===== src/rtl/sal_cmd_sched_pkg.sv =====
// Shared DRAM scheduler types: address/id fields, command and arbitration-class encodings,
// plus the counter load/decrement helpers used for inter-bank spacing.
package sal_cmd_sched_pkg;

  typedef logic [15:0] dram_ra_t;
  typedef logic [9:0]  dram_ca_t;
  typedef logic [3:0]  axi_id_t;
  typedef logic [7:0]  axi_len_t;
  typedef logic [7:0]  seq_num_t;

  typedef enum logic [2:0] {
    CMD_NOP = 3'd0,
    CMD_ACT = 3'd1,
    CMD_RD  = 3'd2,
    CMD_WR  = 3'd3,
    CMD_PRE = 3'd4,
    CMD_REF = 3'd5
  } cmd_t;

  // Lower value wins; also the row index into the per-class arbiter array.
  typedef enum logic [1:0] {
    CLS_REF = 2'd0,
    CLS_CAS = 2'd1,
    CLS_ACT = 2'd2,
    CLS_PRE = 2'd3
  } cls_t;

  localparam int CLS_NUM = 4;

  function automatic logic [7:0] t_load(input logic [7:0] t);
    return (t == 8'd0) ? 8'd0 : t - 8'd1;
  endfunction

  function automatic logic [7:0] sat_dec(input logic [7:0] cnt);
    return (cnt == 8'd0) ? 8'd0 : cnt - 8'd1;
  endfunction

endpackage


===== src/rtl/sal_cmd_sched_if.sv =====
// Static DRAM timing parameters (in cycles) shared between the config source and the scheduler.
interface TIMING_IF;
  logic [7:0] t_rrd;
  logic [7:0] t_ccd;
  logic [7:0] t_wtr;
  logic [7:0] t_rtw;

  modport DRV (output t_rrd, t_ccd, t_wtr, t_rtw);
  modport MON (input  t_rrd, t_ccd, t_wtr, t_rtw);
endinterface


===== src/rtl/sal_rr_arbiter.sv =====
// Combinational round-robin arbiter: one-hot grant to the first requester at or after i_ptr.
module sal_rr_arbiter #(
  parameter  int N = 4,
  localparam int W = $clog2(N)
) (
  input  logic [N-1:0] i_req,
  input  logic [W-1:0] i_ptr,
  output logic [N-1:0] o_gnt
);

  always_comb begin
    logic         found;
    logic [W-1:0] idx;
    o_gnt = '0;
    found = 1'b0;
    idx   = '0;
    // N is a power of two, so the W-bit add wraps modulo N.
    for (int i = 0; i < N; i++) begin
      idx = i_ptr + W'(i);
      if (!found && i_req[idx]) begin
        o_gnt[idx] = 1'b1;
        found      = 1'b1;
      end
    end
  end

endmodule


===== src/rtl/sal_cmd_sched.sv =====
// Inter-bank DRAM command scheduler: class-priority + round-robin arbitration under
// tRRD/tCCD/tWTR/tRTW spacing, one registered command per cycle toward the PHY.
module sal_cmd_sched
  import sal_cmd_sched_pkg::*;
#(
  parameter  int NUM_BANKS = 4,
  localparam int BW        = $clog2(NUM_BANKS)
) (
  input  logic                      clk,
  input  logic                      rst,
  TIMING_IF.MON                     timing_if,
  input  logic     [NUM_BANKS-1:0]  act_req_i,
  input  logic     [NUM_BANKS-1:0]  rd_req_i,
  input  logic     [NUM_BANKS-1:0]  wr_req_i,
  input  logic     [NUM_BANKS-1:0]  pre_req_i,
  input  logic     [NUM_BANKS-1:0]  ref_req_i,
  input  dram_ra_t [NUM_BANKS-1:0]  ra_i,
  input  dram_ca_t [NUM_BANKS-1:0]  ca_i,
  input  axi_id_t  [NUM_BANKS-1:0]  id_i,
  input  axi_len_t [NUM_BANKS-1:0]  len_i,
  input  seq_num_t [NUM_BANKS-1:0]  seq_num_i,
  output logic     [NUM_BANKS-1:0]  act_gnt_o,
  output logic     [NUM_BANKS-1:0]  rd_gnt_o,
  output logic     [NUM_BANKS-1:0]  wr_gnt_o,
  output logic     [NUM_BANKS-1:0]  pre_gnt_o,
  output logic     [NUM_BANKS-1:0]  ref_gnt_o,
  output logic                      cmd_valid_o,
  output cmd_t                      cmd_o,
  output logic     [BW-1:0]         ba_o,
  output dram_ra_t                  ra_o,
  output dram_ca_t                  ca_o,
  output axi_id_t                   id_o,
  output axi_len_t                  len_o,
  output seq_num_t                  seq_num_o
);

  logic [7:0]    r_rrd_cnt, r_ccd_cnt, r_wtr_cnt, r_rtw_cnt;
  logic [BW-1:0] r_rr_ptr;

  // Only the highest class a bank asserts is visible; RD shadows WR within a bank.
  logic [NUM_BANKS-1:0] w_ref_v, w_rd_v, w_wr_v, w_act_v, w_pre_v;
  assign w_ref_v = ref_req_i;
  assign w_rd_v  = rd_req_i  & ~ref_req_i;
  assign w_wr_v  = wr_req_i  & ~rd_req_i & ~ref_req_i;
  assign w_act_v = act_req_i & ~(ref_req_i | rd_req_i | wr_req_i);
  assign w_pre_v = pre_req_i & ~(ref_req_i | rd_req_i | wr_req_i | act_req_i);

  logic w_rd_ok, w_wr_ok, w_act_ok;
  assign w_rd_ok  = (r_ccd_cnt == 8'd0) && (r_wtr_cnt == 8'd0);
  assign w_wr_ok  = (r_ccd_cnt == 8'd0) && (r_rtw_cnt == 8'd0);
  assign w_act_ok = (r_rrd_cnt == 8'd0);

  logic [CLS_NUM-1:0][NUM_BANKS-1:0] w_cls_req, w_cls_gnt;
  assign w_cls_req = {w_pre_v,
                      w_act_v & {NUM_BANKS{w_act_ok}},
                      (w_rd_v & {NUM_BANKS{w_rd_ok}}) | (w_wr_v & {NUM_BANKS{w_wr_ok}}),
                      w_ref_v};

  for (genvar c = 0; c < CLS_NUM; c++) begin : g_arb
    sal_rr_arbiter #(.N(NUM_BANKS)) u_arb (
      .i_req (w_cls_req[c]),
      .i_ptr (r_rr_ptr),
      .o_gnt (w_cls_gnt[c])
    );
  end

  logic                 w_any;
  cls_t                 w_cls;
  logic [NUM_BANKS-1:0] w_sel;

  // Walk from lowest priority upward so the highest non-empty class is left standing.
  always_comb begin
    w_any = 1'b0;
    w_cls = CLS_PRE;
    w_sel = '0;
    for (int c = CLS_NUM-1; c >= 0; c--) begin
      if (|w_cls_gnt[c]) begin
        w_any = 1'b1;
        w_cls = cls_t'(c[1:0]);
        w_sel = w_cls_gnt[c];
      end
    end
  end

  logic          w_grant;
  cmd_t          w_cmd;
  logic [BW-1:0] w_bank;
  assign w_grant = w_any & ~rst;

  always_comb begin
    act_gnt_o = '0;
    rd_gnt_o  = '0;
    wr_gnt_o  = '0;
    pre_gnt_o = '0;
    ref_gnt_o = '0;
    w_cmd     = CMD_NOP;
    w_bank    = '0;
    for (int b = 0; b < NUM_BANKS; b++)
      if (w_sel[b]) w_bank = BW'(b);
    if (w_grant) begin
      case (w_cls)
        CLS_REF: begin
          ref_gnt_o = w_sel;
          w_cmd     = CMD_REF;
        end
        CLS_CAS: begin
          rd_gnt_o = w_sel & w_rd_v;
          wr_gnt_o = w_sel & w_wr_v;
          w_cmd    = (|(w_sel & w_rd_v)) ? CMD_RD : CMD_WR;
        end
        CLS_ACT: begin
          act_gnt_o = w_sel;
          w_cmd     = CMD_ACT;
        end
        default: begin
          pre_gnt_o = w_sel;
          w_cmd     = CMD_PRE;
        end
      endcase
    end
  end

  always_ff @(posedge clk or posedge rst) begin
    if (rst) begin
      r_rrd_cnt   <= '0;
      r_ccd_cnt   <= '0;
      r_wtr_cnt   <= '0;
      r_rtw_cnt   <= '0;
      r_rr_ptr    <= '0;
      cmd_valid_o <= 1'b0;
      cmd_o       <= CMD_NOP;
      ba_o        <= '0;
      ra_o        <= '0;
      ca_o        <= '0;
      id_o        <= '0;
      len_o       <= '0;
      seq_num_o   <= '0;
    end else begin
      r_rrd_cnt <= (w_cmd == CMD_ACT) ? t_load(timing_if.t_rrd) : sat_dec(r_rrd_cnt);
      r_ccd_cnt <= (w_cmd == CMD_RD || w_cmd == CMD_WR) ? t_load(timing_if.t_ccd)
                                                         : sat_dec(r_ccd_cnt);
      r_wtr_cnt <= (w_cmd == CMD_WR) ? t_load(timing_if.t_wtr) : sat_dec(r_wtr_cnt);
      r_rtw_cnt <= (w_cmd == CMD_RD) ? t_load(timing_if.t_rtw) : sat_dec(r_rtw_cnt);
      cmd_valid_o <= w_grant;
      cmd_o       <= w_cmd;
      // Address fields hold across idle cycles.
      if (w_grant) begin
        r_rr_ptr  <= w_bank + BW'(1);
        ba_o      <= w_bank;
        ra_o      <= ra_i[w_bank];
        ca_o      <= ca_i[w_bank];
        id_o      <= id_i[w_bank];
        len_o     <= len_i[w_bank];
        seq_num_o <= seq_num_i[w_bank];
      end
    end
  end

endmodule


===== src/flat_wrapper.sv =====
// flat-port wrapper written by rule: the top's interface ports become plain ports
module sal_cmd_sched_flat import sal_cmd_sched_pkg::*;
#(
  parameter  int NUM_BANKS = 4,
  localparam int BW        = $clog2(NUM_BANKS)
)
  (clk, rst, act_req_i, rd_req_i, wr_req_i, pre_req_i, ref_req_i, ra_i, ca_i, id_i, len_i, seq_num_i, act_gnt_o, rd_gnt_o, wr_gnt_o, pre_gnt_o, ref_gnt_o, cmd_valid_o, cmd_o, ba_o, ra_o, ca_o, id_o, len_o, seq_num_o, timing_if_t_rrd, timing_if_t_ccd, timing_if_t_wtr, timing_if_t_rtw);
  TIMING_IF timing_if_i ();
  input  logic clk;
  input  logic rst;
  input  logic     [NUM_BANKS-1:0] act_req_i;
  input  logic     [NUM_BANKS-1:0] rd_req_i;
  input  logic     [NUM_BANKS-1:0] wr_req_i;
  input  logic     [NUM_BANKS-1:0] pre_req_i;
  input  logic     [NUM_BANKS-1:0] ref_req_i;
  input  dram_ra_t [NUM_BANKS-1:0] ra_i;
  input  dram_ca_t [NUM_BANKS-1:0] ca_i;
  input  axi_id_t  [NUM_BANKS-1:0] id_i;
  input  axi_len_t [NUM_BANKS-1:0] len_i;
  input  seq_num_t [NUM_BANKS-1:0] seq_num_i;
  output logic     [NUM_BANKS-1:0] act_gnt_o;
  output logic     [NUM_BANKS-1:0] rd_gnt_o;
  output logic     [NUM_BANKS-1:0] wr_gnt_o;
  output logic     [NUM_BANKS-1:0] pre_gnt_o;
  output logic     [NUM_BANKS-1:0] ref_gnt_o;
  output logic cmd_valid_o;
  output cmd_t cmd_o;
  output logic     [BW-1:0] ba_o;
  output dram_ra_t ra_o;
  output dram_ca_t ca_o;
  output axi_id_t id_o;
  output axi_len_t len_o;
  output seq_num_t seq_num_o;
  input wire logic [$bits(timing_if_i.t_rrd)-1:0] timing_if_t_rrd;
  input wire logic [$bits(timing_if_i.t_ccd)-1:0] timing_if_t_ccd;
  input wire logic [$bits(timing_if_i.t_wtr)-1:0] timing_if_t_wtr;
  input wire logic [$bits(timing_if_i.t_rtw)-1:0] timing_if_t_rtw;
  assign timing_if_i.t_rrd = timing_if_t_rrd;
  assign timing_if_i.t_ccd = timing_if_t_ccd;
  assign timing_if_i.t_wtr = timing_if_t_wtr;
  assign timing_if_i.t_rtw = timing_if_t_rtw;
  sal_cmd_sched #(.NUM_BANKS(NUM_BANKS)) u_core (.clk(clk), .rst(rst), .timing_if(timing_if_i), .act_req_i(act_req_i), .rd_req_i(rd_req_i), .wr_req_i(wr_req_i), .pre_req_i(pre_req_i), .ref_req_i(ref_req_i), .ra_i(ra_i), .ca_i(ca_i), .id_i(id_i), .len_i(len_i), .seq_num_i(seq_num_i), .act_gnt_o(act_gnt_o), .rd_gnt_o(rd_gnt_o), .wr_gnt_o(wr_gnt_o), .pre_gnt_o(pre_gnt_o), .ref_gnt_o(ref_gnt_o), .cmd_valid_o(cmd_valid_o), .cmd_o(cmd_o), .ba_o(ba_o), .ra_o(ra_o), .ca_o(ca_o), .id_o(id_o), .len_o(len_o), .seq_num_o(seq_num_o));
endmodule

===== config.mk =====
export PLATFORM = sky130hd
export DESIGN_NAME = sal_cmd_sched_flat
export DESIGN_NICKNAME = d
export VERILOG_FILES = /design/src/rtl/sal_cmd_sched_pkg.sv /design/src/rtl/sal_cmd_sched_if.sv /design/src/rtl/sal_rr_arbiter.sv /design/src/rtl/sal_cmd_sched.sv /design/src/flat_wrapper.sv
export SDC_FILE = /design/constraint.sdc
export NUM_CORES = 1
export LEC_CHECK = 0
export CAP_MARGIN = 25
export CORE_AREA = 2 2 142 144
export DETAILED_ROUTE_END_ITERATION = 8
export DIE_AREA = 0 0 144 146
export PLACE_DENSITY = 0.74
export SKIP_CTS_REPAIR_TIMING = 1
export SYNTH_ARGS = -nofsm -noshare
export SYNTH_HDL_FRONTEND = slang
export SYNTH_SLANG_ARGS = --single-unit

===== constraint.sdc =====
create_clock -name clk -period 5.27 [get_ports clk]
set_input_delay 0.527 -clock clk [delete_from_list [all_inputs] [get_ports clk]]
set_output_delay 0.527 -clock clk [all_outputs]
set_load 0.03 [all_outputs]

==> metrics.log <==
INFO  metric layout_min_cycle_time = 5.07 ns
INFO  metric die_w = 144 microns
INFO  metric core_area = 19,300 sq um
INFO  metric syn_nets = 1,256
INFO  metric critPathMaxFanout = 55
INFO  metric synth-seq-cells = 86
INFO  metric synth_top_area_cell = dfrtp_1
INFO  metric finish.utilization = 63.0%
INFO  metric mappedNetlistArea = 7830 sq um
INFO  metric clk_pin_slew = 0.07 ns
INFO  metric detailedRoute.firstIterationViolations = 688
INFO  metric vdd.ir_drop.worst = 0.471 mV
INFO  metric drv_slew = 0
INFO  metric rrSetupSlack = 0.32 ns
INFO  metric required = 4.74 ns
INFO  metric grt_pass1_vias = 8,811
INFO  metric clock-root-buffer = clkbuf_16
INFO  metric drc = 0
INFO  metric grt.total_usage = 29.7%
INFO  metric hold_viol = 0
INFO  metric global_route.peak_usage_layer = met2
INFO  metric timing.setup.critical_path_class = flop to output port
INFO  metric dp_hpwl = 25.3 mm
INFO  metric pin_count_of_the_biggest_net_entering_global_routing = 56
INFO  metric final_cell_area = 12,200 sq um
INFO  metric synthXorXnorAreaFrac = 3.58%
INFO  metric die_h = 146 microns
INFO  metric synth_compound_area_share = 27.1%
INFO  metric h-tree-depth = 3
INFO  metric initial_antenna_violation_count = 0
INFO  metric count_of_cell_types_in_the_netlist = 85
INFO  metric routed_wl = 31.9 mm
INFO  metric worstPathArrival = 4.54 ns
INFO  metric global_route.usage.met2 = 48.6%
INFO  metric average_detailed_routed_wire_length_per_instance = 19.8 microns
INFO  metric yosysSeqAreaShare = 27.5%
INFO  metric final_setup_violation_count = 0
INFO  metric worst_r2r_startpoint = u_core.r_ccd_cnt[0]
INFO  metric final_layout_size_suffix_gt1_share = 14.3%
INFO  metric post_synth_mux_area_share = 5.48%
INFO  metric drt-pass1-iter-count = 7
INFO  metric synth_top_cells_by_area = dfrtp_1, nand2_1, o21ai_0
INFO  metric grt_use_met1 = 39.6%
INFO  metric io-pin-count = 310
INFO  metric fin_skew = 0.0155 ns
INFO  metric yosys.area_share.simple = 27.6%
INFO  metric drt-vias-per-instance = 5.76
INFO  metric clock_tree_from_tritoncts = yes
INFO  metric wire_length_of_the_first_global_routing_pass = 48.7 mm
INFO  metric global_route.usage.met3 = 6.68%
INFO  metric max_cap_violations = 0
INFO  metric status = complete, no violations
INFO  metric synth_top_family_by_area = simple AND/OR/NAND/NOR gates
INFO  metric startpoint_type = flop
INFO  metric worstSetupEndpointType = output port
INFO  metric n_fill_cell = 1,712
INFO  metric dpl-instance-area = 11,700 sq um
INFO  metric syn2layout_area_growth = 55.5%
INFO  metric power.density = 782 nW/um^2
INFO  metric clock_latency_reported_for_the_late_side_of_the_worst_skew_pair = 0.36 ns
INFO  metric num_rows = 51
INFO  metric clkSinkCount = 86
INFO  metric initial_utilization = 40.5%
INFO  metric ant_nets = 0
INFO  metric synth_top_area_share = 27.5%
INFO  metric asyncSetResetFlopFracSynth = 100%
INFO  metric hold_path_startpoint = u_core.ba_o[1]
INFO  metric crit_path_start = u_core.r_ccd_cnt[0]
INFO  metric synth_area_per_cell = 7.89 sq um
INFO  metric post_synth_fa_ha_maj_area_fraction = 3.99%
INFO  metric dieArea = 21,000 sq um
INFO  metric gate_count_of_the_mapped_netlist = 993
INFO  metric worstHoldPathType = flop to flop
INFO  metric routabilityCongestion = 0.947
INFO  metric slew-limit-headroom = 53.5%
INFO  metric via_count = 9,288
INFO  metric tightest_slew = 0.697 ns
INFO  metric place.port_buffers = 309
INFO  metric grt_remaining_overflow = 0
INFO  metric numCtsBuffers = 9
INFO  metric antenna-diode-count = 0
INFO  metric postSynth.topFlopCell = dfrtp_1
INFO  metric fmax = 197 MHz
INFO  metric timing.final.ws_setup = 0.205 ns
INFO  metric leakage = 4.80 nW
INFO  metric num-nets-final = 1,605
INFO  metric yosys_warnings = 0
INFO  metric synth_edf_count = 0
INFO  metric preCtsSetupSlack = -0.0748 ns
INFO  metric cts-root-to-sink-buffers = 2
INFO  metric post-route-period-util = 96.1%
## worst paths after layout
kind	endpoint	depth (start not counted)
hold reg to reg	u_core.ba_o[1]	2
hold / removal	u_core.ba_o[1]	2
min in group asynchronous	u_core.r_rtw_cnt[4]	2
setup / recovery	rd_gnt_o[3]	19
max in group asynchronous	u_core.len_o[4]	3
setup reg to reg	u_core.r_wtr_cnt[2]	22
## Yosys cell counts, types with 4 or more instances
master and count:
o22a_1 22, inv_1 30, a31oi_1 30, a211oi_1 10
mux4_2 6, buf_2 14, o211a_1 4, or3_1 5
nor3b_1 11, nor2_1 83, or2_2 6, o211ai_1 7
o221ai_1 23, a22oi_1 6, ha_1 25, a222oi_1 5
o2bb2ai_1 5, o32ai_1 8, nand4_1 10, a221oi_1 25
xor2_1 13, nor3_1 42, nor4b_1 10, nand2b_1 9
nor4_1 9, nor2b_1 18, o31ai_1 8, nand3_1 28
a21oi_1 24, xnor2_1 19, nand2_1 158, o21ai_0 64
mux2i_1 26, o22ai_1 8, clkbuf_1 46, and2_1 7
a22o_1 5, dfrtp_1 86, or4_1 6
## critical path, cell delays in order (launching register included)
cell and delay, ns:
dfrtp_1 0.37, inv_1 0.10, ha_4 0.19, nor3b_4 0.16, buf_4 0.16, and4_1 0.22
a2111oi_1 0.59, nand4bb_1 0.26, nor2_1 0.06, a2111o_1 0.41, or4b_4 0.52, nor2_4 0.13
buf_4 0.12, nand2_1 0.05, nand2_1 0.11, inv_2 0.08, buf_8 0.22, nand2_4 0.18
nor3_1 0.08, buf_4 0.19
## cell usage in the layout (no fill, tap or decap), drive strengths merged, types with 6 or more instances in the layout
master,n
o32ai,8
o22a,22
nor2b,18
buf,109
or4,6
ha,25
or2,6
mux2i,26
o211ai,7
dfrtp,86
nand4,11
a31oi,31
inv,34
nor4,12
nor2,84
a22oi,6
mux4,6
xnor2,19
o21ai,65
clkdlybuf4s50,289
o22ai,8
nor4b,10
nand2,158
xor2,13
a21oi,25
a211oi,11
nand3,30
o31ai,8
nor3b,11
clkbuf,9
o221ai,23
nor3,43
a221oi,25
and2,7
nand2b,9
## registers in the layout (all words and copies together), names as in the netlist
register	flops
u_core.cmd_o	3
u_core.r_rr_ptr	2
u_core.id_o	4
u_core.ca_o	10
u_core.r_wtr_cnt	8
u_core.seq_num_o	8
u_core.r_rtw_cnt	8
u_core.ra_o	16
u_core.r_rrd_cnt	8
u_core.r_ccd_cnt	8
u_core.cmd_valid_o	1
u_core.len_o	8
u_core.ba_o	2
## per-layer routing
| layer | vias to the layer above | wire, microns |
|---|---|---|
| met2 | 391 | 15500 |
| li1 | 4452 | - |
| met4 | 0 | 634 |
| met3 | 41 | 2410 |
| met5 | - | 0 |
| met1 | 4404 | 13400 |
## kinds of logic after synthesis
logic type	count (synthesis)
multiplexers	35
AND/OR/NAND/NOR	431
adder cells (fa/ha/maj)	25
buffers and inverters	94
XOR/XNOR	32
flip-flops	86
AO/OA/AOI/OAI	290
## layout make-up
cell class,count,area [sq um],area share [%]
Multi-Input combinational cell,813,5500,45.2
Timing Repair Buffer,399,3780,31.0
Inverter,33,128,1.05
Clock buffer,9,225,1.85
Sequential cell,86,2150,17.7
Clock inverter,7,65.1,0.534
Tap cell,265,332,2.72
## power by group
group | leakage (nW) | internal [mW] | switching, mW
Combinational | 3.67 | 3.04 | 4.51
Clock | 0.134 | 0.331 | 0.307
Sequential | 0.990 | 1.06 | 0.266
## metrics by stage
| step | power, mW | TNS, ns | std cells | hold slack, ns |
|---|---|---|---|---|
| floorplan | 5.81 | -0.612 | 993 | 0.465 |
| global placement | 8.45 | -0.0369 | 1593 | 0.485 |
| detailed placement | 8.51 | -0.279 | 1593 | 0.495 |
| CTS | 9.18 | -2.41 | 1609 | 0.513 |
| global route | 10.2 | -0.228 | 1612 | 0.521 |
| finish | 9.52 | 0 | 1612 | 0.509 |
Power figures use the tool's default switching activity.
